## src/rtl/gate_ex_pkg.sv

```systemverilog
// Shared types, opcode encodings and truth tables
// for the two-input gate exerciser.
package gate_ex_pkg;

  typedef enum logic [2:0] {
    S_IDLE,
    S_DRIVE,
    S_SETTLE,
    S_SAMPLE,
    S_DONE
  } state_e;

  localparam logic [1:0] OP_OR   = 2'd0;
  localparam logic [1:0] OP_AND  = 2'd1;
  localparam logic [1:0] OP_NAND = 2'd2;
  localparam logic [1:0] OP_NOR  = 2'd3;

  // bit i holds the output for {a,b} = i
  localparam logic [3:0] TT_OR   = 4'b1110;
  localparam logic [3:0] TT_AND  = 4'b1000;
  localparam logic [3:0] TT_NAND = 4'b0111;
  localparam logic [3:0] TT_NOR  = 4'b0001;

  function automatic logic expected(
    input logic [1:0] op,
    input logic       a,
    input logic       b
  );
    logic [3:0] tt;
    tt = TT_OR;
    unique case (op)
      OP_OR:   tt = TT_OR;
      OP_AND:  tt = TT_AND;
      OP_NAND: tt = TT_NAND;
      OP_NOR:  tt = TT_NOR;
    endcase
    return tt[{a, b}];
  endfunction

endpackage

```

## src/rtl/gate_exerciser_settle_timer.sv

```systemverilog
// 4-bit loadable down-counter with a zero flag,
// used to time the settle window.
module settle_timer (
  input  logic       clk,
  input  logic       rst_n,
  input  logic       load_i,
  input  logic [3:0] val_i,
  input  logic       en_i,
  output logic       zero_o
);

  logic [3:0] cnt_q;

  always_ff @(posedge clk or negedge rst_n) begin
    if (!rst_n) begin
      cnt_q <= 4'd0;
    end else if (load_i) begin
      cnt_q <= val_i;
    end else if (en_i) begin
      cnt_q <= cnt_q - 4'd1;
    end
  end

  assign zero_o = (cnt_q == 4'd0);

endmodule

```

## src/rtl/gate_exerciser.sv

```systemverilog
// Drives a/b of a gate under test, samples c after a
// settle window and accumulates mismatch results.
module gate_exerciser
  import gate_ex_pkg::*;
#(
  parameter int unsigned SETTLE_CYC = 2,
  parameter int unsigned NUM_PASSES = 1
) (
  input  logic       clk,
  input  logic       rst_n,
  input  logic       start,
  input  logic [1:0] op,
  input  logic       c,
  output logic       a,
  output logic       b,
  output logic       busy,
  output logic       done,
  output logic       pass,
  output logic [7:0] err_count,
  output logic [3:0] fail_vec
);

  localparam logic [3:0] SETTLE_LD =
    (SETTLE_CYC == 0) ? 4'd0 : 4'(SETTLE_CYC - 1);
  localparam logic [5:0] PASS_LAST =
    6'(NUM_PASSES - 1);

  state_e     state_q, state_d;
  logic [1:0] op_q, op_d;
  logic [1:0] idx_q, idx_d;
  logic [5:0] pcnt_q, pcnt_d;
  logic       a_q, a_d;
  logic       b_q, b_d;
  logic [7:0] err_q, err_d;
  logic [3:0] fail_q, fail_d;
  logic       pass_q, pass_d;
  logic       tmr_ld, tmr_en, tmr_zero;

  settle_timer u_tmr (
    .clk    (clk),
    .rst_n  (rst_n),
    .load_i (tmr_ld),
    .val_i  (SETTLE_LD),
    .en_i   (tmr_en),
    .zero_o (tmr_zero)
  );

  always_ff @(posedge clk or negedge rst_n) begin
    if (!rst_n) begin
      state_q <= S_IDLE;
      op_q    <= 2'd0;
      idx_q   <= 2'd0;
      pcnt_q  <= 6'd0;
      a_q     <= 1'b0;
      b_q     <= 1'b0;
      err_q   <= 8'd0;
      fail_q  <= 4'd0;
      pass_q  <= 1'b0;
    end else begin
      state_q <= state_d;
      op_q    <= op_d;
      idx_q   <= idx_d;
      pcnt_q  <= pcnt_d;
      a_q     <= a_d;
      b_q     <= b_d;
      err_q   <= err_d;
      fail_q  <= fail_d;
      pass_q  <= pass_d;
    end
  end

  always_comb begin
    state_d = state_q;
    op_d    = op_q;
    idx_d   = idx_q;
    pcnt_d  = pcnt_q;
    a_d     = a_q;
    b_d     = b_q;
    err_d   = err_q;
    fail_d  = fail_q;
    pass_d  = pass_q;
    tmr_ld  = 1'b0;
    tmr_en  = 1'b0;
    unique case (state_q)
      S_IDLE: begin
        if (start) begin
          op_d    = op;
          err_d   = 8'd0;
          fail_d  = 4'd0;
          pass_d  = 1'b0;
          idx_d   = 2'd0;
          pcnt_d  = 6'd0;
          a_d     = 1'b0;
          b_d     = 1'b0;
          state_d = S_DRIVE;
        end
      end
      S_DRIVE: begin
        tmr_ld  = 1'b1;
        state_d = (SETTLE_CYC == 0) ? S_SAMPLE
                                    : S_SETTLE;
      end
      S_SETTLE: begin
        if (tmr_zero) begin
          state_d = S_SAMPLE;
        end else begin
          tmr_en = 1'b1;
        end
      end
      S_SAMPLE: begin
        if (c != expected(op_q, a_q, b_q)) begin
          if (err_q != 8'hFF) begin
            err_d = err_q + 8'd1;
          end
          fail_d[idx_q] = 1'b1;
        end
        if (idx_q == 2'd3 && pcnt_q == PASS_LAST) begin
          state_d = S_DONE;
        end else begin
          idx_d = idx_q + 2'd1;
          if (idx_q == 2'd3) begin
            pcnt_d = pcnt_q + 6'd1;
          end
          a_d     = idx_d[1];
          b_d     = idx_d[0];
          state_d = S_DRIVE;
        end
      end
      S_DONE: begin
        // err_q already includes the final sample here
        pass_d  = (err_q == 8'd0);
        state_d = S_IDLE;
      end
      default: state_d = S_IDLE;
    endcase
  end

  assign a         = a_q;
  assign b         = b_q;
  assign busy      = (state_q != S_IDLE);
  assign done      = (state_q == S_DONE);
  assign pass      = pass_q;
  assign err_count = err_q;
  assign fail_vec  = fail_q;

endmodule

```

## config.mk

```make
export PLATFORM = sky130hd
export DESIGN_NAME = gate_exerciser
export DESIGN_NICKNAME = d
export VERILOG_FILES = /design/src/rtl/gate_ex_pkg.sv /design/src/rtl/gate_exerciser_settle_timer.sv /design/src/rtl/gate_exerciser.sv
export SDC_FILE = /design/constraint.sdc
export NUM_CORES = 1
export LEC_CHECK = 0
export BUFFER_PORTS_ARGS = -buffer_cell sky130_fd_sc_hd__buf_2
export CORE_MARGIN = 4
export CORE_UTILIZATION = 50
export CTS_CLUSTER_SIZE = 12
export DETAILED_ROUTE_END_ITERATION = 12
export GPL_TIMING_DRIVEN = 0
export PLACE_DENSITY = 0.8
export SYNTH_ARGS = -nofsm -noshare
export SYNTH_HDL_FRONTEND = slang
export SYNTH_SLANG_ARGS = --single-unit
```

## constraint.sdc

```tcl
create_clock -name clk -period 4.4 [get_ports clk]
set_input_delay 0.22 -clock clk [delete_from_list [all_inputs] [get_ports clk]]
set_output_delay 0.22 -clock clk [all_outputs]
set_load 0.02 [all_outputs]
```

[Word level (Yosys, flattened, before mapping)]
Cells that the tools add are included.
Storage, ports and cells
  input bits: 6
  ROM bits: 0
  memories: 0
  bits in registers: 32
  logic and storage cells: 87
  output and inout bits: 17
  RAM bits: 0
  bits in latches: 0
Operators by class
  shift-type cells: 0
  bitwise operators: 1
  eq/ne operators: 16
  divide/modulo/power cells: 0
  magnitude comparators: 3
  reductions and logical operators: 18
  multipliers: 0
  multiplexer cells: 35
  add/subtract/negate cells: 4
Operators by type and width (number)
  2-to-1 mux 8 bit: 3
  2-to-1 mux 4 bit: 5
  2-to-1 mux 6 bit: 3
  one-hot mux 4 bit (4 select lines): 1
  one-hot mux 8 bit (2 select lines): 1
  inequality test 2 bit, second input constant: 6
  one-hot mux 3 bit (4 select lines): 1
  one-hot mux 6 bit (2 select lines): 1
  2-to-1 mux 3 bit: 3
  adder 8 x 1 -> 8 bit, second input constant: 1
  zero test 8 bit: 1
  2-to-1 mux 1 bit: 8
  inequality test 8 bit, second input constant: 1
  one-hot mux 4 bit (2 select lines): 1
  AND reduction 4 bit: 2
  adder 6 x 1 -> 6 bit, second input constant: 1
  equality test 2 bit, second input constant: 3
  equality test 3 x 2 -> 1 bit, second input constant: 2
  zero test 6 bit: 1
  less-than comparator 2 x 3 -> 1 bit, second input constant: 2
  one-hot mux 1 bit (2 select lines): 3
  AND reduction 2 bit: 3
  AND reduction 3 bit: 2
  nonzero test 2 bit: 3
  17 further kinds: 19

[Depth between registers and ports, before layout]
  word-level depth: 8
  depth in mapped cells: 7
  depth with buffers taken out: 7

[Modules after synthesis]
From an unflattened synthesis, not the netlist that was laid out.
Unflattened totals
  cells, all modules: 180
  area total of the unflattened synthesis: 1781.7 sq um
By module, submodules not included
  gate_exerciser: times used 1, seq. area each 650.6 sq um, area each 1551.5 sq um, cells an instance 159
  settle_timer: times used 1, seq. area each 100.1 sq um, area each 230.2 sq um, cells an instance 21

[Worst setup path before layout]
Ideal clock, no wire load.
  path kind: reg2reg
  from: register idx_q[1] (netlist name)
  to: register err_q[4] (netlist: err_count[4])
  cell stages (with the launch flop): 7
  required time: 4.274 ns
  buffers on the path: 1
  arrival: 1.682 ns
  period minus slack after synthesis: 1.808 ns
  slack: 2.592 ns
  setup time: 0.126 ns
  path through: dfrtp_1 > mux2i_1 > mux2i_2 > o31a_1 > buf_4 > a21oi_1 > a311o_1
RTL lines
  end signal: assignment: line gate_exerciser.sv:66  | err_q <= err_d;
  end: declaration: line gate_exerciser.sv:34  | logic [7:0] err_q, err_d;

[Final worst setup path]
  from: register idx_q[0]
  to: register pcnt_q[1]
On the way
  word-level cells in the longest chain between the ends: 4
  elaborated cells between the ends (all ways): 5
  classes of those cells: eq/ne (3); reduce/logical (2)
RTL lines
  start: declaration: line gate_exerciser.sv:30  | logic [1:0] idx_q, idx_d;
  start signal: assignment: line gate_exerciser.sv:62  | idx_q <= idx_d;
  equality test 2 bit (*): line gate_exerciser.sv:117, gate_exerciser.sv:121
  logical AND 1 bit: line gate_exerciser.sv:117  | if (idx_q == 2'd3 && pcnt_q == PASS_LAST) begin
  inequality test 2 bit (no source line)
  AND reduction 4 bit (no source line) (*)
  end signal: assignment: line gate_exerciser.sv:63  | pcnt_q <= pcnt_d;
  end: declaration: line gate_exerciser.sv:31  | logic [5:0] pcnt_q, pcnt_d;
Every way passes the cells marked *; elsewhere a longest branch is shown, timed or not.
A chain may end at the register's enable or synchronous reset.

==> results.py <==
metrics = {
    "placed_design": {
        "dp_hpwl_um": 2410,
        "gp_routability_congestion": 0.791,
        "dpl_cell_area_mm2": 0.00187,
        "io_buffers": 22,
        "dp_cells": 256,
    },
    "yosys": {
        "avgSynthCellArea_um2": 8.99,
        "ys.flop_type": "dfrtp_1",
        "yosysSeqAreaShare": 0.440,
        "synth-seq-cells": 30,
        "synth_top_area_share": 0.440,
        "synth_edf_count": 0,
        "synth_cells": 190,
        "synth_top_cell_by_area": "dfrtp_1",
        "async_reset_ff_frac": 1.00,
        "yosysMostFrequentCell": "dfrtp_1",
        "synth_nets": 205,
        "synth.area.top_cells": "dfrtp_1, ha_1, nand2_1, nor2_1, mux2i_1",
        "synth_warnings": 0,
        "syn-cell-area_mm2": 0.00171,
        "ys_types": 44,
        "ys_top_cells_by_count": "dfrtp_1, nand2_1, nor2_1, inv_1",
    },
    "sta": {
        "slew_viol_final": 0,
        "min_period_over_period": 0.456,
        "min_period_ps": 2010,
        "setup-violations-final": 0,
        "worst_hold_slack_ps": 83.3,
        "rsz0062_at_grt": "no",
        "hold_viol": 0,
        "clock.fmax_mhz": 499,
        "finalClockSkew_ps": 4.20,
        "slew_headroom": 0.541,
        "worst_pin_slew_ps": 678,
        "finalSetupTns_ps": 0,
    },
    "die": {
        "initial_core_util": 0.542,
        "die_width_um": 66.4,
        "die-area_mm2": 0.00441,
        "die_h_um": 66.4,
        "ioPinCount": 23,
        "core_area_mm2": 0.00315,
        "rows": 20,
    },
    "pwr": {
        "ir_drop_mv": 0.188,
        "p_sw_mw": 0.242,
        "p_leak_nw": 0.863,
        "comb_power_share": 0.261,
        "sw_frac_of_total": 0.357,
        "seqPwrFrac": 0.524,
        "p_per_area_mw_per_mm2": 352,
        "internal_power_mw": 0.436,
        "clkPwrFrac": 0.215,
    },
    "clock_network": {
        "postCtsSetupRepairBufs": 0,
        "cts_max_path_buffers": 2,
        "cts-buffers-inserted": 5,
        "root_buffer": "clkbuf_4",
        "htree_levels": 2,
        "clk_latency_ps": 320,
        "cts_tree": "yes",
        "cts.sinks": 30,
        "clkTransAtPathRegs_ps": 80,
    },
    "global_routing": {
        "grt_use_total": 0.172,
        "grt_max_degree": 31,
        "grt_first_pass_wirelength_um": 5740,
        "grt_pass1_vias": 1309,
        "antenna_found_initial": 0,
        "overflow": 0,
    },
    "run": {
        "drv_cap": 0,
    },
    "setup_path": {
        "worstSetupPathType": "reg2reg",
        "r2r-start": "idx_q[0]$_DFFE_PN0P_",
        "reg2regPathDepth": 6,
        "end_kind": "flop",
        "required_ps": 4600,
        "crit_arrival_ps": 2200,
        "start_kind": "flop",
        "endpoint": "pcnt_q[1]$_DFFE_PN0P_",
        "critPathLaunch": "idx_q[0]$_DFFE_PN0P_",
        "regToRegSetupSlack_ps": 2390,
        "crit_fanout": 9,
        "r2r-end": "pcnt_q[1]$_DFFE_PN0P_",
    },
    "layout": {
        "syn2layout_area_growth_pct": 12.9,
        "final_nets": 235,
        "postLayoutCoreUtil": 0.612,
        "final_cells": 264,
        "fill_cells": 306,
        "antenna_cells": 0,
        "drive_gt1_frac": 0.168,
        "final_cell_area_mm2": 0.00193,
    },
    "run_status": {
        "outcome": "complete, no violations",
    },
    "route": {
        "dr.pass1.iters": 4,
        "vias": 1429,
        "drc": 0,
        "avgViaCountPerCell": 5.41,
        "detail-route-antenna-nets": 0,
        "drt_iter0_drc": 82,
        "wl_um": 3350,
        "avgRoutedWirePerCell_um": 12.7,
    },
    "hold_path": {
        "hold_path_depth": 3,
        "worstHoldPathType": "in2reg",
    },
}
==> routing by layer <==
layer | up-vias | routed length [um] | GRT usage
met5 | - | 0 | 0
met4 | 0 | 35 | 0.0711
met3 | 4 | 175 | 0.0561
met2 | 39 | 1570 | 0.275
met1 | 665 | 1570 | 0.211
li1 | 721 | - | -
==> cells in the final DEF (no fill, tap or decap), types with 4 or more instances in the layout <==
master	count
clkbuf_1	5
and3_1	4
inv_1	11
clkbuf_4	5
dfrtp_1	30
o21ai_0	6
a21oi_1	9
nand2_1	28
nand3_1	7
nor3_1	5
xnor2_1	4
mux2i_1	5
nor2_1	20
buf_2	27
ha_1	9
==> worst max-delay path: stages (launching register included) <==
cell	delay, ps
dfrtp_1	520
ha_1	350
nor4b_1	390
nand3b_1	230
o21a_1	170
a22oi_1	130
o21ai_0	90
==> per-stage QoR <==
stage               power [mW]  setup slack (ps)
global route             0.725              2190
CTS                      0.689              2400
detailed placement       0.539              2400
finish                   0.679              2390
floorplan                0.474              2590
global placement         0.534              2510
==> timing repair <==
item                                   in CTS  in global routing
gates resized for setup                     0                  0
hold buffers                                1                  0
endpoints found under the hold margin      30                  0
==> layout make-up <==
| class | count | area (um2) | share of cell area |
|---|---|---|---|
| buffer | 9 | 43.8 | 0.0227 |
| clock buffer | 7 | 45.0 | 0.0234 |
| inverter | 11 | 41.3 | 0.0214 |
| multi-input combinational | 140 | 872 | 0.452 |
| sequential | 30 | 751 | 0.389 |
| tap | 44 | 55.1 | 0.0286 |
| timing repair buffer | 23 | 120 | 0.0623 |
==> registers in the layout, summed over array words and instances, names as in the netlist <==
register,count
err_count,8
u_tmr.cnt_q,4
op_q,2
state_q,3
pass,1
idx_q,2
fail_vec,4
pcnt_q,6
==> power by group through the flow <==
stage / registers [mW] / logic, mW / clock network (mW)
floorplan: 0.393 / 0.0806 / 0
global placement: 0.359 / 0.174 / 0
detailed placement: 0.361 / 0.177 / 0
CTS: 0.356 / 0.179 / 0.154
global route: 0.362 / 0.197 / 0.166
finish: 0.356 / 0.177 / 0.146
==> how the worst min path moves through the flow <==
stage          slack (ps)                       end   from
2_1_floorplan         -80  err_count[0]$_DFFE_PN0P_  rst_n
3_3_place_gp          290  err_count[1]$_DFFE_PN0P_  rst_n
3_5_place_dp          290  err_count[0]$_DFFE_PN0P_  rst_n
4_1_cts                70       op_q[0]$_DFFE_PN0P_  op[0]
5_1_grt                80       op_q[1]$_DFFE_PN0P_  op[1]
6_report               80       op_q[1]$_DFFE_PN0P_  op[1]
==> cell families after synthesis <==
family                   count (synthesis)  synth area share
AND/OR/NAND/NOR                         85             0.245
AO/OA/AOI/OAI                           33             0.127
flip-flops                              30             0.440
buffers and inverters                   20            0.0498
adder cells (fa/ha/maj)                  9            0.0659
XOR/XNOR                                 7            0.0359
multiplexers                             6            0.0374
Power figures use the tool's default switching activity.
